### src/rtl/iir_sched_pkg.sv
// Shared types and constants for the IIR band scheduler and its coefficient table.
package iir_sched_pkg;

    typedef enum logic [2:0] {
        S_IDLE,
        S_ISSUE,
        S_WAIT,
        S_NEXT,
        S_OUTPUT
    } sched_state_e;

    typedef enum logic [2:0] {
        CFG_B1 = 3'd0,
        CFG_B2 = 3'd1,
        CFG_B3 = 3'd2,
        CFG_A2 = 3'd3,
        CFG_A3 = 3'd4
    } cfg_sel_e;

    localparam int unsigned COEF_MAX_W = 32;

    typedef struct packed {
        logic signed [COEF_MAX_W-1:0] b1;
        logic signed [COEF_MAX_W-1:0] b2;
        logic signed [COEF_MAX_W-1:0] b3;
        logic signed [COEF_MAX_W-1:0] a2;
        logic signed [COEF_MAX_W-1:0] a3;
    } coef_set_t;

    // Q1.16 unity passthrough: b1 = 1.0, everything else zero.
    localparam coef_set_t COEF_UNITY = '{
        b1: 32'sd65536,
        b2: '0,
        b3: '0,
        a2: '0,
        a3: '0
    };

endpackage

### src/rtl/iir_coef_table.sv
// Per-band biquad coefficient register file: one write port, one combinational read port.
module iir_coef_table
    import iir_sched_pkg::*;
#(
    parameter int unsigned NUM_BANDS = 4,
    parameter int unsigned COEF_W    = 18,
    parameter int unsigned BAND_W    = 2
) (
    input  logic              clk,
    input  logic              i_rst,
    input  logic              wr_en_i,
    input  logic [BAND_W-1:0] wr_band_i,
    input  logic [2:0]        wr_sel_i,
    input  logic [COEF_W-1:0] wr_data_i,
    input  logic [BAND_W-1:0] rd_band_i,
    output logic [COEF_W-1:0] rd_b1_o,
    output logic [COEF_W-1:0] rd_b2_o,
    output logic [COEF_W-1:0] rd_b3_o,
    output logic [COEF_W-1:0] rd_a2_o,
    output logic [COEF_W-1:0] rd_a3_o
);

    localparam logic signed [COEF_W-1:0] RST_B1 = COEF_W'(COEF_UNITY.b1);
    localparam logic signed [COEF_W-1:0] RST_B2 = COEF_W'(COEF_UNITY.b2);
    localparam logic signed [COEF_W-1:0] RST_B3 = COEF_W'(COEF_UNITY.b3);
    localparam logic signed [COEF_W-1:0] RST_A2 = COEF_W'(COEF_UNITY.a2);
    localparam logic signed [COEF_W-1:0] RST_A3 = COEF_W'(COEF_UNITY.a3);

    logic signed [COEF_W-1:0] b1_q [NUM_BANDS];
    logic signed [COEF_W-1:0] b2_q [NUM_BANDS];
    logic signed [COEF_W-1:0] b3_q [NUM_BANDS];
    logic signed [COEF_W-1:0] a2_q [NUM_BANDS];
    logic signed [COEF_W-1:0] a3_q [NUM_BANDS];

    logic wr_hit;
    assign wr_hit = wr_en_i && (int'(wr_band_i) < int'(NUM_BANDS));

    always_ff @(posedge clk or posedge i_rst) begin
        if (i_rst) begin
            for (int unsigned k = 0; k < NUM_BANDS; k++) begin
                b1_q[k] <= RST_B1;
                b2_q[k] <= RST_B2;
                b3_q[k] <= RST_B3;
                a2_q[k] <= RST_A2;
                a3_q[k] <= RST_A3;
            end
        end else if (wr_hit) begin
            // Reserved selects complete the handshake upstream but land nowhere.
            case (cfg_sel_e'(wr_sel_i))
                CFG_B1:  b1_q[wr_band_i] <= wr_data_i;
                CFG_B2:  b2_q[wr_band_i] <= wr_data_i;
                CFG_B3:  b3_q[wr_band_i] <= wr_data_i;
                CFG_A2:  a2_q[wr_band_i] <= wr_data_i;
                CFG_A3:  a3_q[wr_band_i] <= wr_data_i;
                default: ;
            endcase
        end
    end

    assign rd_b1_o = b1_q[rd_band_i];
    assign rd_b2_o = b2_q[rd_band_i];
    assign rd_b3_o = b3_q[rd_band_i];
    assign rd_a2_o = a2_q[rd_band_i];
    assign rd_a3_o = a3_q[rd_band_i];

endmodule

### src/rtl/iir_band_scheduler.sv
// Sequences NUM_BANDS cascaded biquad passes through one shared external biquad per sample.
// Optional IIR_SCHED_BYPASS_EN adds bypass_mask to skip selected bands.
module iir_band_scheduler
    import iir_sched_pkg::*;
#(
    parameter  int unsigned NUM_BANDS = 4,
    parameter  int unsigned COEF_W    = 18,
    parameter  int unsigned WDOG_CYC  = 255,
    localparam int unsigned BAND_W    = (NUM_BANDS > 1) ? $clog2(NUM_BANDS) : 1
) (
    input  logic              clk,
    input  logic              i_rst,
    input  logic              lrclk_posedge,
    input  logic              i_valid,
    input  logic [15:0]       audio_in,
    input  logic              cfg_wr,
    input  logic [BAND_W-1:0] cfg_band,
    input  logic [2:0]        cfg_sel,
    input  logic [COEF_W-1:0] cfg_data,
    output logic              cfg_ready,
`ifdef IIR_SCHED_BYPASS_EN
    input  logic [NUM_BANDS-1:0] bypass_mask,
`endif
    output logic              biq_start,
    output logic [BAND_W-1:0] biq_band,
    output logic [15:0]       biq_x,
    output logic [COEF_W-1:0] b1,
    output logic [COEF_W-1:0] b2,
    output logic [COEF_W-1:0] b3,
    output logic [COEF_W-1:0] a2,
    output logic [COEF_W-1:0] a3,
    input  logic              biq_done,
    input  logic [15:0]       biq_y,
    output logic [15:0]       audio_out,
    output logic              o_valid,
    output logic              busy,
    output logic              overrun,
    output logic              wdog_err
);

    localparam int unsigned       WDOG_W    = (WDOG_CYC > 1) ? $clog2(WDOG_CYC) : 1;
    localparam logic [WDOG_W-1:0] WDOG_LAST = WDOG_W'(WDOG_CYC - 1);
    localparam logic [BAND_W-1:0] LAST_BAND = BAND_W'(NUM_BANDS - 1);

    sched_state_e      state_q, state_d;
    logic [BAND_W-1:0] idx_q, idx_d, idx_inc;
    logic [15:0]       work_q, work_d;
    logic [WDOG_W-1:0] wdog_q, wdog_d;
    logic [15:0]       audio_out_q;
    logic              o_valid_q, biq_start_q, busy_q, overrun_q, wdog_err_q;
    logic              strobe, wdog_hit, overrun_hit;
    logic              first_skip, next_skip;

    assign strobe  = lrclk_posedge && i_valid;
    assign idx_inc = idx_q + BAND_W'(1);

`ifdef IIR_SCHED_BYPASS_EN
    assign first_skip = bypass_mask[0];
    assign next_skip  = bypass_mask[idx_inc];
`else
    assign first_skip = 1'b0;
    assign next_skip  = 1'b0;
`endif

    always_comb begin
        state_d     = state_q;
        idx_d       = idx_q;
        work_d      = work_q;
        wdog_d      = wdog_q;
        wdog_hit    = 1'b0;
        overrun_hit = strobe && (state_q != S_IDLE);
        case (state_q)
            S_IDLE: begin
                if (strobe) begin
                    work_d  = audio_in;
                    idx_d   = '0;
                    state_d = first_skip ? S_NEXT : S_ISSUE;
                end
            end
            S_ISSUE: begin
                wdog_d  = '0;
                state_d = S_WAIT;
            end
            S_WAIT: begin
                // A result on the timeout cycle still wins over the watchdog.
                if (biq_done) begin
                    work_d  = biq_y;
                    state_d = S_NEXT;
                end else if (wdog_q == WDOG_LAST) begin
                    wdog_hit = 1'b1;
                    state_d  = S_NEXT;
                end else begin
                    wdog_d = wdog_q + WDOG_W'(1);
                end
            end
            S_NEXT: begin
                if (idx_q == LAST_BAND) begin
                    state_d = S_OUTPUT;
                end else begin
                    idx_d   = idx_inc;
                    state_d = next_skip ? S_NEXT : S_ISSUE;
                end
            end
            S_OUTPUT: state_d = S_IDLE;
            default:  state_d = S_IDLE;
        endcase
    end

    // Outputs are registered off the next state so they line up with the state they describe.
    always_ff @(posedge clk or posedge i_rst) begin
        if (i_rst) begin
            state_q     <= S_IDLE;
            idx_q       <= '0;
            work_q      <= '0;
            wdog_q      <= '0;
            audio_out_q <= '0;
            o_valid_q   <= 1'b0;
            biq_start_q <= 1'b0;
            busy_q      <= 1'b0;
            overrun_q   <= 1'b0;
            wdog_err_q  <= 1'b0;
        end else begin
            state_q     <= state_d;
            idx_q       <= idx_d;
            work_q      <= work_d;
            wdog_q      <= wdog_d;
            biq_start_q <= (state_d == S_ISSUE);
            busy_q      <= (state_d != S_IDLE);
            o_valid_q   <= (state_d == S_OUTPUT);
            if (state_d == S_OUTPUT) begin
                audio_out_q <= work_d;
            end
            overrun_q  <= overrun_q | overrun_hit;
            wdog_err_q <= wdog_err_q | wdog_hit;
        end
    end

    assign cfg_ready = (state_q == S_IDLE);

    iir_coef_table #(
        .NUM_BANDS (NUM_BANDS),
        .COEF_W    (COEF_W),
        .BAND_W    (BAND_W)
    ) u_coef_table (
        .clk       (clk),
        .i_rst     (i_rst),
        .wr_en_i   (cfg_wr && cfg_ready),
        .wr_band_i (cfg_band),
        .wr_sel_i  (cfg_sel),
        .wr_data_i (cfg_data),
        .rd_band_i (idx_q),
        .rd_b1_o   (b1),
        .rd_b2_o   (b2),
        .rd_b3_o   (b3),
        .rd_a2_o   (a2),
        .rd_a3_o   (a3)
    );

    assign biq_start = biq_start_q;
    assign biq_band  = idx_q;
    assign biq_x     = work_q;
    assign audio_out = audio_out_q;
    assign o_valid   = o_valid_q;
    assign busy      = busy_q;
    assign overrun   = overrun_q;
    assign wdog_err  = wdog_err_q;

endmodule

### config.mk
export PLATFORM = sky130hd
export DESIGN_NAME = iir_band_scheduler
export DESIGN_NICKNAME = d
export VERILOG_FILES = /design/src/rtl/iir_sched_pkg.sv /design/src/rtl/iir_coef_table.sv /design/src/rtl/iir_band_scheduler.sv
export SDC_FILE = /design/constraint.sdc
export NUM_CORES = 1
export LEC_CHECK = 0
export ABC_CLOCK_PERIOD_IN_PS = 17100
export BUFFER_PORTS_ARGS = -buffer_cell sky130_fd_sc_hd__buf_2
export CAP_MARGIN = 15
export CELL_PAD_IN_SITES_DETAIL_PLACEMENT = 1
export CELL_PAD_IN_SITES_GLOBAL_PLACEMENT = 1
export CORE_ASPECT_RATIO = 0.5
export CORE_MARGIN = 3
export CORE_UTILIZATION = 45
export DETAILED_ROUTE_END_ITERATION = 6
export GPL_ROUTABILITY_DRIVEN = 0
export GPL_TIMING_DRIVEN = 0
export PLACE_DENSITY_LB_ADDON = 0.1
export SYNTH_ARGS = -nofsm -noshare
export SYNTH_HDL_FRONTEND = slang
export SYNTH_SLANG_ARGS = --single-unit
### constraint.sdc
create_clock -name clk -period 17.1 [get_ports clk]
set_input_delay 5.13 -clock clk [delete_from_list [all_inputs] [get_ports clk]]
set_output_delay 5.13 -clock clk [all_outputs]
set_load 0.05 [all_outputs]
=== Word-level counts from Yosys, hierarchy flattened ===
Cells that the tools add are included.
Widths: inputs -> output; s select.

* Reduce and logical (&&, ||, !) cells: 17
* Equal/unequal tests: 15
* Add/sub/neg operators: 2
* Multiplexer cells: 39
* Bitwise gates (word level): 4
* Order comparisons: 3

{| class="wikitable"
|+ Operators with widths
! operator !! number
|-
| $bwmux 72 || 5
|-
| $mux 18 || 11
|-
| $bmux 18 s2 || 5
|-
| $demux 18 s2 || 1
|-
| $mux 16 || 2
|-
| $pmux 16 s2 || 1
|-
| $mux 8 || 2
|-
| $pmux 8 s2 || 1
|-
| $eq 3x2->1 const B || 4
|-
| $mux 3 || 4
|-
| $pmux 3 s4 || 1
|-
| $reduce_and 2->1 || 5
|-
| $eq 3x1->1 const B || 3
|-
| $add 8x1->8 const B || 1
|-
| $eq 8x8->1 const B || 1
|-
| $eq 3x3->1 const B || 2
|-
| $ge 3x3->1 const B || 2
|-
| $logic_not 3->1 || 2
|-
| $ne 2x2->1 const B || 3
|-
| $not 2->3 || 2
|-
| $reduce_and 3->1 || 2
|-
| $reduce_bool 3->1 || 2
|-
| $logic_and 1x1->1 || 4
|-
| $mux 2 || 2
|-
| 8 further kinds || 12
|}

* Input port bits: 61
* Output and inout port bits: 130
* Word-level logic and storage cells: 110
* Bits in registers: 410

=== Depth between registers and ports, before layout ===
* Depth after elaboration: 6
* Depth in mapped cells: 7
* Depth with buffers taken out: 6

=== By module ===
Synthesis repeated with hierarchy kept, for this count alone.

* Cells, all modules: 1113
* Area, all modules: 18144.9 sq um

{| class="wikitable"
|+ Modules (own cells, without submodules)
! module !! area each (sq um) !! cells each !! sequential area each (sq um) !! times used
|-
| iir_coef_table || 15892.7 || 927 || 9013.6 || 1
|-
| iir_band_scheduler || 2252.2 || 186 || 1251.2 || 1
|}

=== Worst setup path after synthesis ===
OpenSTA, ideal clock, no wires.

* Path kind: flip-flop to output port
* From: reg idx_q[1], in the netlist biq_band[1]
* To: out a3[0]
* Setup slack: 9561 ps
* Data required time: 11970 ps
* Arrival time: 2409 ps
* Stages on the path, launching flop included: 5
* Cells stage by stage: dfrtp_1 buf_2 buf_1 clkbuf_1 mux4_2

* Cells in the longest elaborated chain, start to end: 4

{| class="wikitable"
|+ RTL lines
! item !! RTL line !! RTL
|-
| start, declared || iir_band_scheduler.sv:46 || <nowiki>logic [BAND_W-1:0] idx_q, idx_d, idx_inc;</nowiki>
|-
| start signal, assigned || iir_band_scheduler.sv:124 || <nowiki>idx_q <= idx_d;</nowiki>
|-
| $not 2->3 (not written as such) || iir_coef_table.sv:64 || <nowiki>assign rd_a3_o = a3_q[rd_band_i];</nowiki>
|-
| $bmux 18 s2 || iir_coef_table.sv:64 ||
|-
| $mux 18 (not written as such) (2 in a row) || iir_coef_table.sv:64 ||
|-
| end, declared || iir_band_scheduler.sv:31 || <nowiki>output logic [COEF_W-1:0] a3,</nowiki>
|}

Every way passes these cells. The select of a mux whose other input is x is not followed.

=== Worst setup path in the final report ===
* From: reg idx_q[0], in the netlist biq_band[0]
* To: out b2[9]

* Cells in the longest elaborated chain, start to end: 4

{| class="wikitable"
|+ RTL lines
! item !! RTL line !! RTL
|-
| $not 2->3 (not written as such) || iir_coef_table.sv:61 || <nowiki>assign rd_b2_o = b2_q[rd_band_i];</nowiki>
|-
| $bmux 18 s2 || iir_coef_table.sv:61 ||
|-
| $mux 18 (not written as such) (2 in a row) || iir_coef_table.sv:61 ||
|-
| end, declared || iir_band_scheduler.sv:28 || <nowiki>output logic [COEF_W-1:0] b2,</nowiki>
|}

Every way passes these cells. The select of a mux whose other input is x is not followed.

==> out/results.tsv <==
stage	metric	value	unit
synth	EDFF count, synth	0	
critical_path	WP data arrival	3.45	ns
detailed_routing	vias after detailed routing	10600	
final_layout	fraction of layout cells with a size suffix above 1	0.526	
synth	Post-synth ARST share	1.00	
timing	Tmin final	8.58	ns
outcome	status	completed	
critical_path	CP max-delay cell	clkbuf_1	
synth	adder-cell share of the synthesized area	0.00211	
critical_path	max incr delay on CP	0.63	ns
power	Leak	0.0100	uW
final_layout	layout net count	1414	
final_layout	Area Overhead vs Synth	16.0	%
critical_path	Critical Path Stages	5	
synth	post-synthesis compound-gate area fraction	0.0168	
timing	Slew @ Worst Pin	1.06	ns
critical_path	R2R depth	6	
floorplan	initial core utilization	0.466	
floorplan	die width	287	um
timing	part of the cycle the worst path needs	0.502	
global_routing	vias in the first global route	12100	
clock_tree	number of buffers created by CTS	38	
floorplan	die area	42200	um^2
floorplan	core area	38200	um^2
global_routing	first-pass GRT wire length	71.1	mm
floorplan	Rows	50	
synth	warnings from Yosys	0	
critical_path	most frequent CP cell	clkbuf_1	
clock_tree	clock-pin slew on the worst setup and hold paths	0.06	ns
detailed_routing	DR pass1 iterations	4	
clock_tree	CTS tree	built	
critical_path	CP delay by family, top	buffers and inverters	
synth	largest family of logic cells by synthesized area	multiplexers	
clock_tree	Clock Path Buffers	3	
synth	Mapped Area	17800	um^2
synth	sequential share of the synthesized area	0.576	
floorplan	# IOs	191	
detailed_routing	WL/cell	23.6	um
detailed_routing	WL final	44.9	mm
synth	number of library cell types mapped by synthesis	46	
run	max-cap violation count	0	
timing	hold_ws	0.466	ns
critical_path	WP data required	11.97	ns
clock_tree	Root Buffer	clkbuf_16	
critical_path	crit path capture	b2[9]	
timing	RSZ-0062 raised after global routing	false	
critical_path	Worst R2R End	u_coef_table.b1_q[0]$_DFFE_PP0P_	
hold_path	Hold Crit Class	flip-flop to flip-flop	
synth	ys flop type	dfrtp_1	
hold_path	Worst Hold Depth	1	
detailed_routing	via density per instance	5.56	
placement	I/O Buffers	168	
synth	syn nets	1202	
critical_path	Buf+Inv Stages, Crit Path	4	
final_layout	most frequent cells in the layout	dfrtp_1 (406), mux2_2 (361), buf_2 (187)	
synth	Post-Synth Simple-Gate Area	0.0378	
synth	XOR/XNOR Fraction of Synth Area	0	
synth	#FFs+latches synth	410	
synth	Mean Syn Cell Area	15.7	um^2
critical_path	CP max FO	10	
synth	post-synthesis mux area share	0.344	
critical_path	worst setup path startpoint	biq_band[0]$_DFFE_PP0P_	
final_layout	commonest non-fill, non-tap cell in the layout	dfrtp_1	
clock_tree	CTS Sinks	410	
global_routing	largest net degree at the start of global routing	132	
detailed_routing	Initial DRC Count	471	
timing	Final Max Slew Viols	0	
critical_path	r2r setup slk	13.94	ns
timing	clk_skew	0.0112	ns
critical_path	Crit. End Element	primary output	
placement	Detailed Place HPWL	31.8	mm
clock_tree	insertion delay to the later sink of the worst-skew pair	0.53	ns
global_routing	Overflow after GRT	0	
synth	cells after synthesis	1138	
final_layout	antenna fix cells	0	
clock_tree	postcts setup bufs	0	
critical_path	WS Path Type	flip-flop to primary output	
timing	Final Setup Violations	0	
global_routing	initial antenna violation count	1	
clock_tree	H-tree levels	2	
timing	Max Fclk	0.117	GHz
critical_path	element type at the critical path start	flip-flop	
timing	max_slew headroom	0.293	
timing	final hold violations	0	
critical_path	CP Cell Sequence	clkbuf_1 -> clkbuf_1 -> buf_1 -> mux4_2 -> buf_2	
timing	setup TNS	0	ns
power	Pwr Density	178	nW/um^2
global_routing	GRT Util Overall	0.218	
clock_tree	hold_buf cts	0	
critical_path	RR Startpoint	state_q[1]$_DFF_PP0_	
power	VDD IR max	0.0906	mV
detailed_routing	Detail Route Antenna Nets	0	
floorplan	Die Y	147	um
clock_tree	post_cts resized	0	
detailed_routing	DRC viols	0	
-- cell usage after synthesis (2+ instances only) --
cell / count / share of area
nand3_2: 4 / 0.0022
and3_1: 2 / 0.00070
nand2_1: 59 / 0.012
nand3b_1: 2 / 0.00084
nor2b_1: 5 / 0.0018
dfrtp_1: 406 / 0.57
dfstp_2: 4 / 0.0059
nand2b_1: 5 / 0.0018
nor4b_1: 2 / 0.00098
buf_1: 9 / 0.0019
buf_4: 2 / 0.00084
clkbuf_1: 65 / 0.014
nand3b_2: 2 / 0.0013
nor4b_4: 2 / 0.0027
buf_2: 19 / 0.0053
or3b_2: 2 / 0.00098
nand3_1: 10 / 0.0028
mux2_2: 361 / 0.23
mux4_2: 90 / 0.11
a22oi_1: 15 / 0.0063
nor2_1: 8 / 0.0017
nand2_2: 6 / 0.0021
mux2i_1: 4 / 0.0022
a21oi_1: 2 / 0.00056
ha_1: 3 / 0.0021
o21ai_0: 22 / 0.0062
inv_1: 8 / 0.0017
-- sequential cells by signal, summed over array words and instances (netlist names) --
| signal | cells |
|---|---|
| u_coef_table.a2_q | 72 |
| u_coef_table.a3_q | 72 |
| u_coef_table.b1_q | 72 |
| u_coef_table.b2_q | 72 |
| u_coef_table.b3_q | 72 |
| audio_out | 16 |
| biq_x | 16 |
| wdog_q | 8 |
| state_q | 3 |
| biq_band | 2 |
| biq_start | 1 |
| busy | 1 |
| o_valid | 1 |
| overrun | 1 |
| wdog_err | 1 |
-- power by group --
group	total, uW	leakage, uW	internal (uW)	switching [uW]
registers	1410	0.00543	1260	151
logic	1390	0.00395	497	894
clock network	877	0.000622	507	370
-- worst min-delay path by stage --
| stage | startpoint | to | slack [ns] |
|---|---|---|---|
| after floorplan | wdog_q[5]$_DFFE_PP0P_ | wdog_q[5]$_DFFE_PP0P_ | 0.45 |
| after global placement | audio_out[7]$_DFFE_PP0N_ | audio_out[7]$_DFFE_PP0N_ | 0.46 |
| after detailed placement | wdog_err$_DFF_PP0_ | wdog_err$_DFF_PP0_ | 0.45 |
| after CTS | wdog_err$_DFF_PP0_ | wdog_err$_DFF_PP0_ | 0.47 |
| after global routing | biq_x[0]$_DFF_PP0_ | biq_x[0]$_DFF_PP0_ | 0.51 |
| final | wdog_err$_DFF_PP0_ | wdog_err$_DFF_PP0_ | 0.47 |
-- cell type report --
cell class | instances | area, um^2
plain buffers | 95 | 388
well taps | 520 | 651
clock buffers | 59 | 1140
inverters | 8 | 37.5
repair buffers | 172 | 938
fillers | 3666 | 17500
clock inverters | 9 | 120
multi-input cells | 625 | 7140
flip-flops and latches | 410 | 10300
-- metrics by stage --
step / instance area, um^2 / setup slack, ns / cells / util / power [uW]
3_3_place_gp: 19300 / -3.17 / 1826 / 0.505 / 2770
6_report: 20700 / 8.52 / 1898 / 0.541 / 3680
4_1_cts: 20700 / 8.47 / 1897 / 0.541 / 3730
2_1_floorplan: 17800 / 0.569 / 1138 / - / 2470
3_5_place_dp: 19400 / 9.05 / 1829 / 0.508 / 2830
5_1_grt: 20700 / 8.29 / 1898 / 0.541 / 3870
-- cell families (layout without fill, tap and decap cells) --
| logic type | count (synthesis) | after routing |
|---|---|---|
| multiplexers | 455 | 455 |
| AND/OR/NAND/NOR | 120 | 120 |
| flip-flops | 410 | 410 |
| buffers and inverters | 103 | 343 |
| adder cells (fa/ha/maj) | 3 | 3 |
| AO/OA/AOI/OAI | 47 | 47 |
-- layer usage --
layer  wire length (um)  track usage  vias to the layer above
met5                  0            0                        -
met4                575       0.0358                        0
met3               1740       0.0417                       49
met2              23000        0.384                      164
met1              19600        0.285                     5742
li1                   -            -                     4597
Power figures use the tool's default switching activity.
